`src/rtl/phase_sequencer_pkg.sv`:
```
// Shared definitions for the multi-phase clock-enable sequencer.
package phase_sequencer_pkg;

  localparam int NUM_PHASES_DEF = 4;
  localparam int DIV_WIDTH_DEF  = 8;

  typedef enum logic [1:0] {
    ST_IDLE = 2'd0,
    ST_RUN  = 2'd1,
    ST_STEP = 2'd2
  } state_e;

endpackage

```
`src/rtl/phase_sequencer_counter.sv`:
```
// Loadable down-counter timing one phase; zero_o marks the last clock of the phase.
module phase_counter #(
  parameter int DIV_WIDTH = 8
) (
  input  logic                 clock_in_i,
  input  logic                 reset_i,
  input  logic                 load_i,
  input  logic                 dec_i,
  input  logic [DIV_WIDTH-1:0] load_val_i,
  output logic                 zero_o
);

  logic [DIV_WIDTH-1:0] cnt_q, cnt_d;

  always_comb begin
    cnt_d = cnt_q;
    if (load_i)
      cnt_d = load_val_i;
    else if (dec_i && (cnt_q != '0))
      cnt_d = cnt_q - 1'b1;
  end

  always_ff @(posedge clock_in_i or posedge reset_i) begin
    if (reset_i) cnt_q <= '0;
    else         cnt_q <= cnt_d;
  end

  assign zero_o = (cnt_q == '0);

endmodule

```
`src/rtl/phase_sequencer.sv`:
```
// Multi-phase clock-enable generator: free-run, graceful halt and single-step,
// with every output registered one clock behind the internal sequencing state.
module phase_sequencer
  import phase_sequencer_pkg::*;
#(
  parameter int NUM_PHASES = NUM_PHASES_DEF,
  parameter int DIV_WIDTH  = DIV_WIDTH_DEF
) (
  input  logic                  clock_in_i,
  input  logic                  reset_i,
  input  logic                  enable_i,
  input  logic                  step_i,
  input  logic [DIV_WIDTH-1:0]  div_i,
  output logic [NUM_PHASES-1:0] phase_active_o,
  output logic [NUM_PHASES-1:0] phase_strobe_o,
  output logic                  cycle_done_o,
  output logic                  busy_o
);

  localparam logic [NUM_PHASES-1:0] PH0 = {{(NUM_PHASES-1){1'b0}}, 1'b1};

  state_e                state_q, state_d;
  logic [NUM_PHASES-1:0] phase_q, phase_d;
  logic                  first_q, first_d;
  logic                  cnt_zero, cnt_load, cnt_dec;
  logic                  is_busy, last_clk;

  assign is_busy  = (state_q != ST_IDLE);
  assign last_clk = is_busy && cnt_zero && phase_q[NUM_PHASES-1];
  assign cnt_dec  = is_busy && !cnt_zero;

  always_comb begin
    state_d  = state_q;
    phase_d  = phase_q;
    first_d  = 1'b0;
    cnt_load = 1'b0;
    case (state_q)
      ST_IDLE: begin
        if (enable_i || step_i) begin
          state_d  = enable_i ? ST_RUN : ST_STEP;
          phase_d  = PH0;
          first_d  = 1'b1;
          cnt_load = 1'b1;
        end
      end
      default: begin
        if (cnt_zero) begin
          if (!phase_q[NUM_PHASES-1]) begin
            phase_d  = {phase_q[NUM_PHASES-2:0], 1'b0};
            first_d  = 1'b1;
            cnt_load = 1'b1;
          end else if ((state_q == ST_RUN) && enable_i) begin
            phase_d  = PH0;
            first_d  = 1'b1;
            cnt_load = 1'b1;
          end else begin
            state_d = ST_IDLE;
            phase_d = '0;
          end
        end
      end
    endcase
  end

  phase_counter #(.DIV_WIDTH(DIV_WIDTH)) u_phase_counter (
    .clock_in_i (clock_in_i),
    .reset_i    (reset_i),
    .load_i     (cnt_load),
    .dec_i      (cnt_dec),
    .load_val_i (div_i),
    .zero_o     (cnt_zero)
  );

  always_ff @(posedge clock_in_i or posedge reset_i) begin
    if (reset_i) begin
      state_q        <= ST_IDLE;
      phase_q        <= '0;
      first_q        <= 1'b0;
      phase_active_o <= '0;
      phase_strobe_o <= '0;
      cycle_done_o   <= 1'b0;
      busy_o         <= 1'b0;
    end else begin
      state_q        <= state_d;
      phase_q        <= phase_d;
      first_q        <= first_d;
      phase_active_o <= is_busy ? phase_q : '0;
      phase_strobe_o <= (is_busy && first_q) ? phase_q : '0;
      cycle_done_o   <= last_clk;
      busy_o         <= is_busy;
    end
  end

endmodule

```
`config.mk`:
```
export PLATFORM = sky130hd
export DESIGN_NAME = phase_sequencer
export DESIGN_NICKNAME = d
export VERILOG_FILES = /design/src/rtl/phase_sequencer_pkg.sv /design/src/rtl/phase_sequencer_counter.sv /design/src/rtl/phase_sequencer.sv
export SDC_FILE = /design/constraint.sdc
export NUM_CORES = 1
export LEC_CHECK = 0
export ABC_AREA = 1
export CAP_MARGIN = 20
export CORE_ASPECT_RATIO = 0.6
export CORE_MARGIN = 10
export CORE_UTILIZATION = 40
export CTS_CLUSTER_DIAMETER = 40
export CTS_CLUSTER_SIZE = 10
export DETAILED_ROUTE_END_ITERATION = 6
export SLEW_MARGIN = 20
export SYNTH_ARGS = -nofsm -noshare
export SYNTH_HDL_FRONTEND = slang
export SYNTH_HIERARCHICAL = 1
export SYNTH_SLANG_ARGS = --single-unit
```
`constraint.sdc`:
```
create_clock -name clock_in_i -period 5.13 [get_ports clock_in_i]
set_clock_uncertainty 0.15 [all_clocks]
set_input_delay 1.2825 -clock clock_in_i [delete_from_list [all_inputs] [get_ports clock_in_i]]
set_output_delay 1.2825 -clock clock_in_i [all_outputs]
set_load 0.01 [all_outputs]
```
==> impl_metrics.tcl, run 1 <==
set metrics [dict create \
    die_w_um 94.0 \
    nets 199 \
    syn_area_mm2 0.00132 \
    final_core_util 0.509 \
    die_y_um 64.4 \
    min_path_type "reg -> reg" \
    synth.distinct_cells 24 \
    pre_cts_ws_ns 1.84 \
    cts_resized 0 \
    leakagePower_uw 0.000789 \
    ioPinCount 22 \
    synth_warnings 6 \
    coreArea_mm2 0.00320 \
    ys_ff_latch 25 \
    ys_seq_area_frac 0.476 \
    syn_inst 160 \
    dp_hpwl_um 2210 \
    grt_pass1_vias 1011 \
    status "complete, no violations" \
    drive_gt1_frac 0.136 \
    cp_max_fo 13 \
    dieArea_mm2 0.00606 \
    routedWlPerCell_um 12.4 \
    powerDensity_mw_per_mm2 597 \
    max_slew.worst_pin.slew_ns 0.637 \
    clkLatencyLatePin_ns 0.27 \
    post-route-min-period_ns 3.02 \
    path_class "in -> reg" \
    drtPass1Iterations 4 \
    syn-num-nets 174 \
    min_period_over_period 0.588 \
    post_cts_buffers 0 \
    drt_iter0_drc 119 \
    crit_required_ns 5.15 \
    cts_tree "yes" \
    start_util 0.411 \
    rsz0062_at_grt "false" \
    worstPathArrival_ns 3.04 \
    cts_root_buf "clkbuf_8" \
    detail-route-antenna-nets 0 \
    endpoint_kind "flop" \
    grt_overflow_total 0 \
    max_freq_ghz 0.332 \
    cts.sinks 25 \
    setup_viol 0 \
    area_growth_syn_to_layout_pct 23.9 \
    viasPerCell 4.62 \
    syn_avg_cell_area_um2 8.22 \
    htree_levels 1 \
    gp_congestion 0.841 \
    grt_pass1_wl_um 4900 \
    drc 0 \
    num_rows 16 \
    routed_wl_um 2830 \
    numCtsBuffers 3 \
    grt_util_all_layers 0.0992 \
    final-max-slew-violation-count 0 \
    timing.setup.tns_ns 0 \
    setup_slack_ns 2.11 \
    ir_drop_mv 0.240 \
    grt_max_degree 18 \
    start_kind "primary input" \
    numPortBuffers 21 \
    insertedDiodeCount 0 \
    clk_pin_slew_worst_paths_ns 0.09 \
    maxSlewHeadroom 0.575 \
    clockBufferDepth 2 \
    report.final.hold_viol_count 0 \
    maxCapViolCount 0 \
    ctsHoldBuffers 0 \
    antenna_found_initial 0 \
    vias 1057 \
]
-- worst max-delay path, stage by stage --
cell	delay, ns
clkdlybuf4s50_1	0.54
inv_1	0.08
nand2_1	0.10
nand2_4	0.08
o21ai_0	0.08
buf_4	0.21
inv_1	0.19
or2_2	0.34
nand3_2	0.08
nand2_1	0.05
-- flip-flops by register name (all words and copies together) (netlist names) --
| register | flops |
|---|---|
| cycle_done_o | 1 |
| first_q | 1 |
| u_phase_counter/cnt_q | 8 |
| phase_active_o | 4 |
| phase_q | 4 |
| busy_o | 1 |
| phase_strobe_o | 4 |
| state_q | 2 |
-- cell families (layout without fill, tap and decap cells) --
kind of cell / count (synthesis) / after routing / synth area share
and+or+nand+nor: 93 / 93 / 0.348
buffers and inverters: 23 / 47 / 0.0666
adders and majority gates: 2 / 2 / 0.0190
xor gates and xnor gates: 2 / 2 / 0.0133
DFF: 25 / 25 / 0.476
AOI/OAI and AO/OA: 15 / 15 / 0.0771
-- area by class of cell --
cell class	instances	area, um^2
sequential	25	626
clock inverter	1	7.51
fill	314	1570
clock buffer	3	41.3
timing repair buffer	22	218
multi-input combinational	112	602
tap	45	56.3
inverter	21	78.8
-- synthesized netlist by cell type --
cell type | instances | share of area
nand2_1 | 42 | 0.12
dfrtp_1 | 25 | 0.48
inv_1 | 18 | 0.051
nand3_1 | 17 | 0.065
nor2_1 | 17 | 0.049
nand2_4 | 6 | 0.051
o21ai_0 | 6 | 0.023
inv_2 | 3 | 0.0086
nor2_4 | 3 | 0.026
nor3_1 | 3 | 0.011
o21ai_2 | 3 | 0.020
ha_1 | 2 | 0.019
nand2_2 | 2 | 0.0095
o21ai_1 | 2 | 0.0076
xnor2_1 | 2 | 0.013
a21oi_1 | 1 | 0.0038
a22oi_1 | 1 | 0.0057
a31oi_1 | 1 | 0.0048
buf_2 | 1 | 0.0038
clkbuf_1 | 1 | 0.0029
nand3_2 | 1 | 0.0076
nand4_1 | 1 | 0.0048
o21ai_4 | 1 | 0.012
or2_2 | 1 | 0.0048
-- through the flow --
stage | hold WS [ns] | instances | power (uW) | instance area, um^2
finish | 0.377 | 229 | 973 | 1630
global route | 0.396 | 229 | 1070 | 1630
CTS | 0.377 | 229 | 983 | 1630
detailed placement | 0.354 | 225 | 856 | 1580
global placement | 0.355 | 225 | 846 | 1580
floorplan | 0.328 | 160 | 720 | 1320
-- routing by layer --
| layer | part of all wire | GRT usage |
|---|---|---|
| met1 | 0.56 | 0.152 |
| met2 | 0.37 | 0.128 |
| met3 | 0.069 | 0.0356 |
| met4 | 0.0060 | 0.0170 |
| met5 | 0 | 0 |
-- final timing paths --
path | start | endpoint | slack [ns] | depth (start not counted)
worst max-delay path | enable_i | u_phase_counter/cnt_q[5]$_DFFE_PP0P_ | 2.11 | 10
worst min-delay path | phase_q[1]$_DFFE_PP0P_ | phase_strobe_o[1]$_DFF_PP0_ | 0.38 | 2
worst max register to register | u_phase_counter/cnt_q[0]$_DFFE_PP0P_ | u_phase_counter/cnt_q[5]$_DFFE_PP0P_ | 2.53 | 11
worst min register to register | phase_q[1]$_DFFE_PP0P_ | phase_strobe_o[1]$_DFF_PP0_ | 0.38 | 2
max in group asynchronous | reset_i | state_q[1]$_DFFE_PP0P_ | 3.16 | 2
min in group asynchronous | reset_i | u_phase_counter/cnt_q[6]$_DFFE_PP0P_ | 1.13 | 2
-- power by group --
| part | total, uW | switching [uW] | internal [uW] |
|---|---|---|---|
| logic | 517 | 319 | 197 |
| registers | 336 | 65.1 | 271 |
| clock network | 121 | 65.6 | 55.1 |
-- cells in the final DEF, fill, tap and decap left out --
master           count
inv_2                3
o21ai_2              3
nand2_4              6
inv_1               18
nand2_2              2
a22oi_1              1
nor2_1              17
nor3_1               3
o21ai_1              2
ha_1                 2
a21oi_1              1
or2_2                1
clkbuf_8             3
nor2_4               3
dfrtp_1             25
clkdlybuf4s50_1     21
clkinvlp_4           1
buf_4                1
a31oi_1              1
o21ai_4              1
o21ai_0              6
nand3_2              1
xnor2_1              2
nand3_1             17
nand2_1             42
nand4_1              1
No activity file was read; power rests on OpenSTA's default activity.
==> inputs of run 2 (changes only) <==
--- a/config.mk
+++ b/config.mk
@@ -13,6 +13,7 @@
 export CTS_CLUSTER_DIAMETER = 40
 export CTS_CLUSTER_SIZE = 10
 export DETAILED_ROUTE_END_ITERATION = 6
+export PLACE_DENSITY = 0.65
 export SLEW_MARGIN = 20
 export SYNTH_ARGS = -nofsm -noshare
 export SYNTH_HDL_FRONTEND = slang
==> constraint.sdc (replaced) <==
create_clock -name clock_in_i -period 2.5 [get_ports clock_in_i]
set_clock_uncertainty 0.15 [all_clocks]
set_input_delay 0.625 -clock clock_in_i [delete_from_list [all_inputs] [get_ports clock_in_i]]
set_output_delay 0.625 -clock clock_in_i [all_outputs]
set_load 0.01 [all_outputs]
==> run 2 against run 1 <==
  * Clock power rose by 110%
  * Utilization increased by 0.55 points
  * Sequential share of layout area shrank 0.41 points
  * Critical path depth grew 1
  * Total power is 110% higher
  * Global-route usage shrank 0.053 points
  * Sequential cell count is the same
  * Combinational power up 110%
  * Register-to-register slack worse by 2.3 ns
  * Clock-buffer cell count is the same
  * Hold slack improved by 0.0069 ns
  * Cell area is 1.1% higher
==> impl_metrics.tcl, run 2 (synthesis gave the netlist of run 1 again) <==
set metrics [dict create \
    drt_iter0_drc 91 \
    min_path_type "reg -> reg" \
    dp_hpwl_um 2280 \
    htree_levels 1 \
    max_freq_ghz 0.447 \
    timing.setup.tns_ns 0 \
    maxSlewHeadroom 0.572 \
    max_slew.worst_pin.slew_ns 0.641 \
    crit_chain "inv_1, ha_1, nand2_1, nor2_2, nand2_4, o21ai_0, inv_1, buf_4, nand2_4, nand2_1, o21ai_2" \
    num_rows 16 \
    largest_reg_flops 8 \
    die_y_um 64.4 \
    grt_pass1_vias 1036 \
    ioPinCount 22 \
    leakagePower_uw 0.000799 \
    start_kind "flop" \
    fillers 304 \
    ir_drop_mv 0.446 \
    worstPathArrival_ns 2.29 \
    clockBufferDepth 2 \
    routedWlPerCell_um 12.3 \
    max_stage_delay_ns 0.38 \
    clkLatencyLatePin_ns 0.27 \
    ctsHoldBuffers 0 \
    maxCapViolCount 0 \
    min_period_over_period 0.895 \
    top_register "u_phase_counter/cnt_q" \
    dp_cells 227 \
    drc 0 \
    path_buf_inv 3 \
    report.final.hold_viol_count 0 \
    final_cell_mix "42 x nand2_1, 25 x dfrtp_1, 21 x clkdlybuf4s50_1" \
    cts.sinks 25 \
    grt_util_all_layers 0.0987 \
    numCtsBuffers 3 \
    rsz0062_at_grt "false" \
    nets 201 \
    final_common_cell "nand2_1" \
    regToRegStartpoint "u_phase_counter/cnt_q[1]$_DFFE_PP0P_" \
    final-max-slew-violation-count 0 \
    coreArea_mm2 0.00320 \
    critPathLaunch "u_phase_counter/cnt_q[1]$_DFFE_PP0P_" \
    cp_max_fo 9 \
    grt_pass1_wl_um 4800 \
    detail-route-antenna-nets 0 \
    clk_pin_slew_worst_paths_ns 0.09 \
    min_from "phase_q[0]$_DFFE_PP0P_" \
    vias 1062 \
    routed_wl_um 2840 \
    endpoint_kind "flop" \
    drtPass1Iterations 4 \
    dieArea_mm2 0.00606 \
    insertedDiodeCount 0 \
    post_cts_buffers 0 \
    die_w_um 94.0 \
    numPortBuffers 21 \
    grt_max_degree 18 \
    cts_tree "yes" \
    powerDensity_mw_per_mm2 1230 \
    status "complete, no violations" \
    viasPerCell 4.60 \
    path_class "reg -> reg" \
    hold_ws_ns 0.384 \
    setup_viol 0 \
    setup_slack_ns 0.264 \
    start_util 0.411 \
    area_growth_syn_to_layout_pct 25.2 \
    post-route-min-period_ns 2.24 \
    pre_cts_ws_ns 0.181 \
    crit_family "simple AND/OR/NAND/NOR gates" \
    crit_required_ns 2.56 \
    instances_no_fill 231 \
    drive_gt1_frac 0.151 \
    crit_path_top_delay_cell "dfrtp_1" \
    grt_overflow_total 0 \
    cts_root_buf "clkbuf_8" \
    gp_congestion 0.867 \
    antenna_found_initial 0 \
]
-- run 2: cell count changes in the layout (fill, tap and decap cells not counted) --
cell / change
buf_4: +2
nor2_2: +1
nor2_1: -1
-- run 2: area by class of cell --
type	count	area (um^2)	share of cell area
repair buffers	24	233	0.141
clock buffers	3	41.3	0.0251
inverters	21	78.8	0.0479
well taps	45	56.3	0.0342
multi-input cells	112	604	0.367
clock inverters	1	7.51	0.00456
flip-flops and latches	25	626	0.380
-- run 2: worst register-to-register path: cells and delay by family (launching register included) --
family / cells / cell delay (ns)
adders and majority gates: 1 / 0.17
AOI/OAI and AO/OA: 2 / 0.31
DFF: 1 / 0.38
buffers and inverters: 3 / 0.42
and+or+nand+nor: 5 / 0.75
-- run 2: metal layers --
metal / vias up / global-route usage / share of wire
li1: 553 / - / -
met1: 480 / 0.128 / 0.50
met2: 24 / 0.146 / 0.42
met3: 5 / 0.0402 / 0.076
met4: 0 / 0.0321 / 0.012
met5: - / 0 / 0
-- run 2: power breakdown --
part	switching [uW]	total (uW)	internal [uW]
clock	137	250	113
combinational	654	1080	426
sequential	142	699	556
total	933	2030	1100
-- run 2: metrics by stage --
step	util	cell area, um^2	total power [uW]
floorplan	-	1320	1480
global placement	0.498	1600	1750
detailed placement	0.498	1600	1790
CTS	0.513	1640	2030
global route	0.514	1650	2220
finish	0.514	1650	2030
-- run 2: final timing paths --
| check | to | slack (ns) | cells past startpoint |
|---|---|---|---|
| max | u_phase_counter/cnt_q[0]$_DFFE_PP0P_ | 0.26 | 11 |
| min | phase_q[0]$_DFFE_PP0P_ | 0.38 | 2 |
| max reg2reg | u_phase_counter/cnt_q[0]$_DFFE_PP0P_ | 0.26 | 11 |
| min reg2reg | phase_q[0]$_DFFE_PP0P_ | 0.38 | 2 |
| max in group asynchronous | state_q[1]$_DFFE_PP0P_ | 1.18 | 2 |
| min in group asynchronous | u_phase_counter/cnt_q[6]$_DFFE_PP0P_ | 0.48 | 2 |
-- run 2: repair_timing --
| action | in CTS | in global routing |
|---|---|---|
| endpoints found under the setup margin | 0 | 6 |
| resized for setup | 0 | 1 |
| hold endpoints to repair | 0 | 0 |
==> inputs of run 3 (changes only) <==
--- a/config.mk
+++ b/config.mk
@@ -6,7 +6,7 @@
 export NUM_CORES = 1
 export LEC_CHECK = 0
 export ABC_AREA = 1
-export CAP_MARGIN = 20
+export CAP_MARGIN = 25
 export CORE_ASPECT_RATIO = 0.6
 export CORE_MARGIN = 10
 export CORE_UTILIZATION = 40
==> results of run 3 <==
No change in the layout: final DEF, timing and power equal those of run 2.
